## src/rtl/sprite_frame_loader.sv

```systemverilog
// Copies one WIDTH x HEIGHT frame from a multi-frame sync ROM into the sprite RAM,
// optionally mirrored horizontally, advancing only while vblank is high.
module sprite_frame_loader #(
  parameter int WIDTH     = 16,
  parameter int HEIGHT    = 8,
  parameter int FRAMES    = 2,
  parameter int COLR_BITS = 4,
  parameter int ADDRW     = $clog2(WIDTH*HEIGHT),
  parameter int SRC_ADDRW = $clog2(FRAMES*WIDTH*HEIGHT),
  parameter int FRAMEW    = $clog2(FRAMES)+1
) (
  input  logic                 clk,
  input  logic                 rst,
  input  logic                 cmd_valid,
  output logic                 cmd_ready,
  input  logic [FRAMEW-1:0]    cmd_frame,
  input  logic                 cmd_flip,
  input  logic                 vblank,
  output logic [SRC_ADDRW-1:0] src_addr,
  input  logic [COLR_BITS-1:0] src_data,
  output logic                 wr_en,
  output logic [ADDRW-1:0]     wr_addr,
  output logic [COLR_BITS-1:0] wr_data,
  output logic                 busy,
  output logic                 done,
  output logic                 err
);

  localparam int NPIX = WIDTH*HEIGHT;
  localparam int CW   = $clog2(WIDTH);
  localparam int RW   = (HEIGHT > 1) ? $clog2(HEIGHT) : 1;

  typedef enum logic [1:0] {IDLE, COPY, DRAIN, DONE} state_t;

  state_t               state_q, state_d;
  logic [RW-1:0]        row_q, row_d;
  logic [CW-1:0]        col_q, col_d;
  logic [FRAMEW-1:0]    frame_q, frame_d;
  logic                 flip_q, flip_d;
  logic [SRC_ADDRW-1:0] src_addr_q, src_addr_d;
  logic                 wr_en_q, wr_en_d;
  logic [ADDRW-1:0]     wr_addr_q, wr_addr_d;
  logic                 cmd_ready_q, cmd_ready_d;
  logic                 busy_q, busy_d;
  logic                 done_q, done_d;
  logic                 err_q, err_d;

  logic                 issue;
  logic [SRC_ADDRW-1:0] rd_addr;
  logic [CW-1:0]        col_x;
  logic [ADDRW-1:0]     dst_addr;

  assign issue    = (state_q == COPY) && vblank;
  assign rd_addr  = SRC_ADDRW'(frame_q) * SRC_ADDRW'(NPIX)
                  + SRC_ADDRW'(row_q) * SRC_ADDRW'(WIDTH) + SRC_ADDRW'(col_q);
  assign col_x    = flip_q ? (CW'(WIDTH-1) - col_q) : col_q;
  assign dst_addr = ADDRW'(row_q) * ADDRW'(WIDTH) + ADDRW'(col_x);

  // The address is live only in the cycle a read is issued; otherwise it holds.
  assign src_addr  = issue ? rd_addr : src_addr_q;
  // ROM output is registered, so data lines up with the write one cycle later.
  assign wr_data   = src_data;
  assign wr_en     = wr_en_q;
  assign wr_addr   = wr_addr_q;
  assign cmd_ready = cmd_ready_q;
  assign busy      = busy_q;
  assign done      = done_q;
  assign err       = err_q;

  always_comb begin
    state_d     = state_q;
    row_d       = row_q;
    col_d       = col_q;
    frame_d     = frame_q;
    flip_d      = flip_q;
    src_addr_d  = src_addr;
    wr_en_d     = 1'b0;
    wr_addr_d   = wr_addr_q;
    cmd_ready_d = cmd_ready_q;
    busy_d      = busy_q;
    done_d      = 1'b0;
    err_d       = 1'b0;
    case (state_q)
      IDLE: if (cmd_valid) begin
        frame_d     = cmd_frame;
        flip_d      = cmd_flip;
        row_d       = '0;
        col_d       = '0;
        cmd_ready_d = 1'b0;
        busy_d      = 1'b1;
        if (cmd_frame >= FRAMEW'(FRAMES)) begin
          state_d = DONE;
          done_d  = 1'b1;
          err_d   = 1'b1;
        end else begin
          state_d = COPY;
        end
      end
      COPY: if (vblank) begin
        wr_en_d   = 1'b1;
        wr_addr_d = dst_addr;
        if (col_q == CW'(WIDTH-1)) begin
          col_d = '0;
          if (row_q == RW'(HEIGHT-1)) state_d = DRAIN;
          else                        row_d   = row_q + RW'(1);
        end else begin
          col_d = col_q + CW'(1);
        end
      end
      DRAIN: begin
        state_d = DONE;
        done_d  = 1'b1;
      end
      DONE: begin
        state_d     = IDLE;
        cmd_ready_d = 1'b1;
        busy_d      = 1'b0;
      end
      default: state_d = IDLE;
    endcase
  end

  always_ff @(posedge clk) begin
    if (rst) begin
      state_q     <= IDLE;
      row_q       <= '0;
      col_q       <= '0;
      frame_q     <= '0;
      flip_q      <= 1'b0;
      src_addr_q  <= '0;
      wr_en_q     <= 1'b0;
      wr_addr_q   <= '0;
      cmd_ready_q <= 1'b1;
      busy_q      <= 1'b0;
      done_q      <= 1'b0;
      err_q       <= 1'b0;
    end else begin
      state_q     <= state_d;
      row_q       <= row_d;
      col_q       <= col_d;
      frame_q     <= frame_d;
      flip_q      <= flip_d;
      src_addr_q  <= src_addr_d;
      wr_en_q     <= wr_en_d;
      wr_addr_q   <= wr_addr_d;
      cmd_ready_q <= cmd_ready_d;
      busy_q      <= busy_d;
      done_q      <= done_d;
      err_q       <= err_d;
    end
  end

endmodule

```

## config.mk

```make
export PLATFORM = sky130hd
export DESIGN_NAME = sprite_frame_loader
export DESIGN_NICKNAME = d
export VERILOG_FILES = /design/src/rtl/sprite_frame_loader.sv
export SDC_FILE = /design/constraint.sdc
export NUM_CORES = 1
export LEC_CHECK = 0
export CORE_ASPECT_RATIO = 0.5
export CORE_UTILIZATION = 52
export CTS_CLUSTER_SIZE = 10
export DETAILED_ROUTE_END_ITERATION = 7
export PLACE_DENSITY = 0.92
export SYNTH_ARGS = -nofsm -noshare
export SYNTH_HDL_FRONTEND = slang
export SYNTH_SLANG_ARGS = --single-unit
```

## constraint.sdc

```tcl
create_clock -name clk -period 3 [get_ports clk]
set_clock_uncertainty 0.1 [all_clocks]
set_input_delay 0.9 -clock clk [delete_from_list [all_inputs] [get_ports clk]]
set_output_delay 0.9 -clock clk [all_outputs]
set_load 0.1 [all_outputs]
```

==> impl_metrics.env, run 1 <==
export IMPL_crit_type="in -> out"
export IMPL_diodes=0
export IMPL_reg2reg_slack_ps=1080
export IMPL_viasPerCell=5.294
export IMPL_synth_top_area_share_pct=42.50
export IMPL_drtIter0Drc=112
export IMPL_firstDrtPassIters=4
export IMPL_synth_cell_types=39
export IMPL_hold_path_class="reg -> reg"
export IMPL_dieArea_sq_um=3037
export IMPL_drt_total_wl_um=3117
export IMPL_yosysWarnings=0
export IMPL_std_cell_rows=13
export IMPL_min_period_over_period_pct=97.51
export IMPL_synth_area_leader_cell="dfxtp_1"
export IMPL_avgSynthCellArea_sq_um=8.743
export IMPL_cts_tree="built"
export IMPL_synth_nets=187
export IMPL_core_sq_um=2635
export IMPL_synth_area_sq_um=1460
export IMPL_p_leak_uw=0.0008164
export IMPL_path_clk_slew_ps=60
export IMPL_clk_path_buf_depth=2
export IMPL_ir_drop_v=0.0004708
export IMPL_final_core_util_pct=72.74
export IMPL_root_buffer="clkbuf_8"
export IMPL_finalPower_uw=1524
export IMPL_crit_required_ps=2000
export IMPL_cts_sinks=31
export IMPL_gp_congestion=0.7820
export IMPL_yosysMostFrequentCell="dfxtp_1"
export IMPL_grt_max_degree=19
export IMPL_rsz0062_at_grt="no"
export IMPL_port_buffers=26
export IMPL_slew_violations=0
export IMPL_grt_use_total_pct=21.80
export IMPL_htreeDepth=2
export IMPL_maxCapViolations=0
export IMPL_grt_pass1_wl_um=4830
export IMPL_async_flop_share_pct=0
export IMPL_min_period_ps=2925
export IMPL_dpl_cell_count=227
export IMPL_netlist_top_cells_area="dfxtp_1 (43%), ha_1 (7.7%), nand2_1 (6.7%)"
export IMPL_cp_arrival_ps=1930
export IMPL_critPathLaunchType="input port"
export IMPL_die_h_um=39.47
export IMPL_synth_edf_count=0
export IMPL_start_util_pct=55.41
export IMPL_post_drt_wl_per_cell_um=13.26
export IMPL_vias=1244
export IMPL_synth_flop_cell="dfxtp_1"
export IMPL_setup_viol=0
export IMPL_worst_pin_slew_ps=483.5
export IMPL_antenna_found_initial=0
export IMPL_drive_gt1_share_pct=24.75
export IMPL_ys_ff_latch=31
export IMPL_cp_max_fo=5
export IMPL_grt_ovfl_total=0
export IMPL_hold_buffers=0
export IMPL_grt_pass1_vias=1049
export IMPL_remaining_drc_errors=0
export IMPL_p_per_area_nw_per_um2=795.3
export IMPL_nets=217
export IMPL_io_pins=35
export IMPL_die_w_um=76.94
export IMPL_area_delta_synth_final_pct=31.28
export IMPL_clk_latency_ps=270
export IMPL_status="completed"
export IMPL_seq_area_frac_synth_pct=42.50
export IMPL_end_kind="output port"
export IMPL_dp_hpwl_um=2303
export IMPL_stdcell_count=235
export IMPL_syn_inst=167
export IMPL_ant_nets=0
export IMPL_max_slew_margin_pct=67.76
export IMPL_cts_made_buffers=5
export IMPL_hold_violations=0
export IMPL_synth_common_cells="dfxtp_1 (31), nand2_1 (26), a21oi_1 (17), nor2_1 (15), ha_1 (9)"
export IMPL_fmax_mhz=341.9
==> worst paths after layout <==
path	end	startpoint	cells after the start
hold / removal	frame_q[0]$_SDFFE_PP0P_	frame_q[0]$_SDFFE_PP0P_	2
setup reg to reg	col_q[2]$_SDFFE_PP0P_	state_q[0]$_SDFFE_PP0P_	6
hold reg to reg	frame_q[0]$_SDFFE_PP0P_	frame_q[0]$_SDFFE_PP0P_	2
setup / recovery	src_addr[5]	vblank	5
==> metal layers <==
metal	vias up	part of all wire [%]	GRT usage (%)
met3	4	3.8	5.814
met1	586	45	25.24
li1	622	-	-
met2	32	51	40.85
met5	-	0	0
met4	0	0.93	7.212
==> power breakdown <==
part           switching (uW)  internal, uW  leakage (uW)
sequential               40.7           463      0.000252
combinational             495           221      0.000522
clock                     142           162     0.0000422
==> state kept, by name (all words and copies together), names as in the netlist <==
signal	flops
cmd_ready	1
err	1
wr_addr	7
col_q	4
state_q	2
flip_q	1
busy	1
src_addr_q	8
row_q	3
wr_en	1
done	1
frame_q	1
==> timing repair <==
item | CTS | global route
gates resized for setup | 1 | 0
buffers inserted | 0 | 0
hold endpoints to repair | 0 | 0
endpoints found under the setup margin | 8 | 0
==> through the flow <==
stage	instance area (sq um)	hold slack, ps	TNS (ps)	setup slack [ps]
2_1_floorplan	1474	336.6	0	69.51
3_3_place_gp	1837	348.2	-770.4	-112.6
3_5_place_dp	1837	360.9	-858.6	-132.4
4_1_cts	1917	387.4	0	81.04
5_1_grt	1917	409.6	0	53.40
6_report	1917	391.9	0	74.76
==> cell type report <==
cell class,count,area (sq um)
Sequential cell,31,620.6
Clock inverter,1,5.005
Clock buffer,7,76.32
Timing Repair Buffer,36,384.1
Tap cell,37,46.29
Multi-Input combinational cell,118,765.7
Inverter,5,18.77
Fill cell,185,718.2
==> critical path, stage by stage <==
cell and delay (ps):
dlygate4sd2_1 280, buf_4 160, and3_1 200, a21o_2 220, buf_12 170
==> cells by family (layout without fill, tap and decap cells) <==
group                    Yosys count  after routing  share of synthesized area (%)
multiplexers                       3              3                          2.057
AO/OA/AOI/OAI                     35             35                          16.28
flip-flops                        31             31                          42.50
AND/OR/NAND/NOR                   67             67                          23.05
XOR/XNOR                           4              4                          2.399
buffers and inverters             18             49                          5.998
adder cells (fa/ha/maj)            9              9                          7.712
==> placed cells by master, fill, tap and decap left out, drive strengths merged, types with 2 or more instances in the layout <==
cell type      netlist  routed
clkdlybuf4s50        0       5
clkbuf               6       7
xnor2                4       4
o21ai                2       2
nand3                4       4
dfxtp               31      31
buf                  7      30
ha                   9       9
nand4                2       2
a211oi               6       6
a21o                 3       3
inv                  5       5
a21oi               17      17
nor2b                3       3
nor2                15      15
nand2b               4       4
or3                  2       2
and3                 3       3
nand3b               2       2
mux2i                3       3
nand2               26      26
Note: power is estimated with default switching activity, not from simulation.
==> run 2, diff against run 1 <==
==> constraint.sdc (replaced) <==
create_clock -name clk -period 3 [get_ports clk]
set_clock_uncertainty 0.1 [all_clocks]
set_input_delay 0.3 -clock clk [delete_from_list [all_inputs] [get_ports clk]]
set_output_delay 0.3 -clock clk [all_outputs]
set_load 0.1 [all_outputs]
==> impl_metrics.env, run 2 (synthesis results as in run 1) <==
export IMPL_reg2regPathDepth=6
export IMPL_grt_pass1_vias=1046
export IMPL_cts_sinks=31
export IMPL_reg2reg_to="src_addr_q[6]$_SDFF_PP0_"
export IMPL_drive_gt1_share_pct=19.05
export IMPL_min_period_ps=2435
export IMPL_p_per_area_nw_per_um2=873.7
export IMPL_r2r_start="state_q[1]$_SDFFE_PP0P_"
export IMPL_diodes=0
export IMPL_firstDrtPassIters=4
export IMPL_drt_total_wl_um=2954
export IMPL_final_core_util_pct=70.13
export IMPL_antenna_found_initial=0
export IMPL_clkPwrFrac_pct=26.3
export IMPL_hold_buffers=0
export IMPL_final_seq_area_sq_um=620.6
export IMPL_setup_viol=0
export IMPL_whs_path_depth=2
export IMPL_layout_commonest_cell="dfxtp_1"
export IMPL_cts_resized_gates=0
export IMPL_std_cell_rows=13
export IMPL_p_leak_uw=0.0007941
export IMPL_cp_max_fo=13
export IMPL_hold_path_end="frame_q[0]$_SDFFE_PP0P_"
export IMPL_maxCapViolations=0
export IMPL_core_sq_um=2635
export IMPL_dieArea_sq_um=3037
export IMPL_grt_use_met2_pct=37.72
export IMPL_fin_setup_tns_ps=0
export IMPL_power_switching_uw=675.7
export IMPL_die_h_um=39.47
export IMPL_end_kind="output port"
export IMPL_die_w_um=76.94
export IMPL_largest_register="src_addr_q"
export IMPL_largest_reg_flops=8
export IMPL_hp_start="frame_q[0]$_SDFFE_PP0P_"
export IMPL_crit_type="reg -> out"
export IMPL_gp_congestion=0.7789
export IMPL_htreeDepth=2
export IMPL_fmax_mhz=410.7
export IMPL_grt_pass1_wl_um=4685
export IMPL_post_drt_wl_per_cell_um=13.07
export IMPL_root_buffer="clkbuf_8"
export IMPL_vias=1203
export IMPL_p_int_uw=938.9
export IMPL_hold_path_class="reg -> reg"
export IMPL_post_cts_setup_buffer_count=0
export IMPL_slew_violations=0
export IMPL_rsz0062_at_grt="no"
export IMPL_grt_use_met1_pct=23.01
export IMPL_final_cell_mix="dfxtp_1 (31), nand2_1 (26), a21oi_1 (17)"
export IMPL_worst_pin_slew_ps=537.2
export IMPL_clk_path_buf_depth=2
export IMPL_io_pins=35
export IMPL_start_util_pct=55.41
export IMPL_viasPerCell=5.323
export IMPL_area_delta_synth_final_pct=26.56
export IMPL_dp_hpwl_um=2098
export IMPL_ant_nets=0
export IMPL_cts_tree="built"
export IMPL_grt_max_degree=20
export IMPL_min_period_over_period_pct=81.17
export IMPL_met3_usage_pct=7.209
export IMPL_nets=208
export IMPL_remaining_drc_errors=0
export IMPL_fill_cells=192
export IMPL_drtIter0Drc=68
export IMPL_finalPower_uw=1615
export IMPL_crit_required_ps=2600
export IMPL_switching_share_pct=41.85
export IMPL_cp_arrival_ps=2040
export IMPL_hold_violations=0
export IMPL_clk_latency_ps=290
export IMPL_pwr_share_comb_pct=42.4
export IMPL_ir_drop_v=0.0004700
export IMPL_max_slew_margin_pct=64.07
export IMPL_port_buffers=26
export IMPL_reg2reg_slack_ps=1130
export IMPL_grt_ovfl_total=0
export IMPL_status="completed"
export IMPL_top_usage_layer="met2"
export IMPL_grt_use_total_pct=21.37
export IMPL_multiInputGateArea_sq_um=752.0
export IMPL_sequentialPowerShare_pct=31.3
export IMPL_critPathLaunchType="flop"
export IMPL_path_clk_slew_ps=70
export IMPL_cts_made_buffers=5
run 2: cell types whose count changed in the layout (fill, tap and decap cells not counted), sizes merged:
cell / delta
buf: -9
dlygate4sd2: -1
bufinv: +1
clkbuf: -1
clkdlybuf4s50: +1
run 2: per-layer routing:
| metal | vias up | wire length (um) |
|---|---|---|
| met2 | 31 | 1419 |
| met5 | - | 0 |
| met4 | 0 | 102 |
| li1 | 607 | - |
| met3 | 12 | 142 |
| met1 | 553 | 1290 |
run 2: through the flow:
| step | instance area, sq um | setup WS, ps | cells | hold slack [ps] |
|---|---|---|---|---|
| after floorplan | 1460 | 775.3 | 167 | 336.6 |
| after global placement | 1730 | 839.1 | 218 | 348.4 |
| after detailed placement | 1730 | 784.1 | 218 | 348.7 |
| after CTS | 1848 | 567.1 | 226 | 358.7 |
| after global routing | 1848 | 395.4 | 226 | 379.4 |
| final | 1848 | 565.0 | 226 | 357.5 |
run 2: worst max-delay path by stage:
stage,slack [ps],cells after the start,startpoint,to
floorplan,780,6,state_q[1]$_SDFFE_PP0P_,src_addr[2]
global placement,840,5,vblank,src_addr[2]
detailed placement,780,5,vblank,src_addr[0]
CTS,570,6,state_q[1]$_SDFFE_PP0P_,src_addr[0]
global route,400,6,state_q[1]$_SDFFE_PP0P_,src_addr[6]
finish,560,6,state_q[1]$_SDFFE_PP0P_,src_addr[6]
run 2: final cells by class:
type                            count  share of cell area, %
Multi-Input combinational cell    118                  40.69
Sequential cell                    31                  33.58
Timing Repair Buffer               27                  15.84
Clock buffer                        6                  4.469
Tap cell                           37                  2.505
Clock inverter                      2                  1.896
Inverter                            5                  1.016
run 2: worst max-delay path, cell delays in order, from the launching register on:
cell     delay (ps)
dfxtp_1         340
inv_1           130
ha_1            340
nand2_1         340
nor2_1          250
a21o_1          170
buf_12          180
run 2: power groups by stage:
stage / Clock (uW) / Combinational, uW / Sequential, uW
floorplan: 0 / 403 / 684
global placement: 0 / 657 / 509
detailed placement: 0 / 676 / 512
CTS: 429 / 686 / 504
global route: 443 / 743 / 511
finish: 425 / 685 / 505
==> run 3, diff against run 2 <==
--- a/config.mk
+++ b/config.mk
@@ -6,10 +6,10 @@
 export NUM_CORES = 1
 export LEC_CHECK = 0
 export CORE_ASPECT_RATIO = 0.5
-export CORE_UTILIZATION = 52
+export CORE_UTILIZATION = 48
 export CTS_CLUSTER_SIZE = 10
 export DETAILED_ROUTE_END_ITERATION = 7
-export PLACE_DENSITY = 0.92
+export PLACE_DENSITY = 0.87
 export SYNTH_ARGS = -nofsm -noshare
 export SYNTH_HDL_FRONTEND = slang
 export SYNTH_SLANG_ARGS = --single-unit
==> constraint.sdc (replaced) <==
create_clock -name clk -period 2.25 [get_ports clk]
set_clock_uncertainty 0.1 [all_clocks]
set_input_delay 0.225 -clock clk [delete_from_list [all_inputs] [get_ports clk]]
set_output_delay 0.225 -clock clk [all_outputs]
set_load 0.1 [all_outputs]
==> impl_metrics.env, run 3 (synthesis results as in run 1) <==
export IMPL_status="completed"
export IMPL_gp_congestion=0.7621
export IMPL_min_period_ps=2074
export IMPL_setup_viol=0
export IMPL_dp_hpwl_um=2184
export IMPL_clk_path_buf_depth=2
export IMPL_cts_made_buffers=5
export IMPL_drtIter0Drc=27
export IMPL_fin_setup_tns_ps=0
export IMPL_area_delta_synth_final_pct=27.25
export IMPL_largest_reg_flops=8
export IMPL_placed_cell_area_sq_um=1770
export IMPL_ir_drop_v=0.0006105
export IMPL_crit_required_ps=1920
export IMPL_drive_gt1_share_pct=20.42
export IMPL_hp_start="src_data[1]"
export IMPL_layout_setup_ws_ps=175.7
export IMPL_cts_sinks=31
export IMPL_grt_max_degree=35
export IMPL_port_buffers=26
export IMPL_worst_pin_slew_ps=464.0
export IMPL_p_leak_uw=0.0007906
export IMPL_io_pins=35
export IMPL_largest_register="src_addr_q"
export IMPL_critPathLaunch="state_q[1]$_SDFFE_PP0P_"
export IMPL_path_clk_slew_ps=60
export IMPL_viasPerCell=5.184
export IMPL_htreeDepth=2
export IMPL_critical_path_buf_inv_count=2
export IMPL_grt_ovfl_total=0
export IMPL_dpl_worst_slack_ps=223.3
export IMPL_start_util_pct=53.43
export IMPL_core_sq_um=2733
export IMPL_p_per_area_nw_per_um2=1087
export IMPL_antenna_found_initial=0
export IMPL_met3_usage_pct=7.111
export IMPL_root_buffer="clkbuf_8"
export IMPL_fill_cells=209
export IMPL_remaining_drc_errors=0
export IMPL_std_cell_rows=13
export IMPL_end_kind="output port"
export IMPL_nets=210
export IMPL_crit_type="reg -> out"
export IMPL_ant_nets=0
export IMPL_grt_use_met2_pct=34.62
export IMPL_fmax_mhz=482.1
export IMPL_crit_path_top_delay_cell="dfxtp_1"
export IMPL_grt_use_total_pct=20.55
export IMPL_dieArea_sq_um=3280
export IMPL_final_cell_mix="dfxtp_1 (31), nand2_1 (25), a21oi_1 (17)"
export IMPL_slew_violations=0
export IMPL_cp_slowest_stage_delay_ps=340
export IMPL_design_area_sq_um=1858
export IMPL_critPathLaunchType="flop"
export IMPL_die_w_um=80
export IMPL_diodes=0
export IMPL_hold_path_class="in -> out"
export IMPL_cp_arrival_ps=1750
export IMPL_max_slew_margin_pct=69.07
export IMPL_clk_latency_ps=280
export IMPL_cp_max_fo=13
export IMPL_grt_pass1_wl_um=4740
export IMPL_vias=1182
export IMPL_drt_total_wl_um=3034
export IMPL_maxCapViolations=0
export IMPL_top_usage_layer="met2"
export IMPL_hold_buffers=0
export IMPL_firstDrtPassIters=4
export IMPL_cp_cell_sequence="inv_1, ha_2, nand2_2, nor2_1, a21o_1, buf_12"
export IMPL_finalPower_uw=2020
export IMPL_final_core_util_pct=67.99
export IMPL_min_period_over_period_pct=92.19
export IMPL_r2r_start="state_q[0]$_SDFFE_PP0P_"
export IMPL_grt_use_met1_pct=24.43
export IMPL_path_delay_family="simple AND/OR/NAND/NOR gates"
export IMPL_rsz0062_at_grt="no"
export IMPL_cts_tree="built"
export IMPL_die_h_um=41
export IMPL_hold_violations=0
export IMPL_layout_commonest_cell="dfxtp_1"
export IMPL_post_drt_wl_per_cell_um=13.31
export IMPL_grt_pass1_vias=1012
run 3: final cells by class:
| type | instances | area, sq um | share of cell area [%] |
|---|---|---|---|
| tap | 37 | 46.29 | 2.492 |
| clock buffer | 7 | 76.32 | 4.108 |
| sequential | 31 | 620.6 | 33.40 |
| inverter | 5 | 18.77 | 1.010 |
| multi-input combinational | 118 | 758.2 | 40.81 |
| timing repair buffer | 29 | 332.8 | 17.91 |
| clock inverter | 1 | 5.005 | 0.2694 |
run 3: metal layers:
metal  wire length [um]  vias up
li1                   -      608
met1               1444      534
met2               1391       31
met3                157        9
met4                 40        0
met5                  0        -
run 3: per-stage QoR:
step / instances / hold slack (ps)
final: 228 / 350.0
after global routing: 228 / 350.1
after CTS: 228 / 351.2
after detailed placement: 220 / 348.7
after floorplan: 167 / 272.5
after global placement: 220 / 341.3
run 3: report_power, final:
part / leakage, uW / internal, uW / switching [uW]
logic: 0.000496 / 291 / 644
registers: 0.000252 / 618 / 54.4
clock network: 0.0000422 / 217 / 196
run 3: repair_timing:
item / CTS / global route
setup endpoints to repair: 1 / 6
setup buffers: 0 / 0
gates resized for setup: 1 / 2
run 3: final timing paths:
path / to / depth (start not counted) / slack (ps)
hold reg to reg: frame_q[0]$_SDFFE_PP0P_ / 2 / 360
setup / recovery: src_addr[6] / 6 / 180
setup reg to reg: col_q[2]$_SDFFE_PP0P_ / 6 / 280
hold / removal: wr_data[1] / 0 / 350
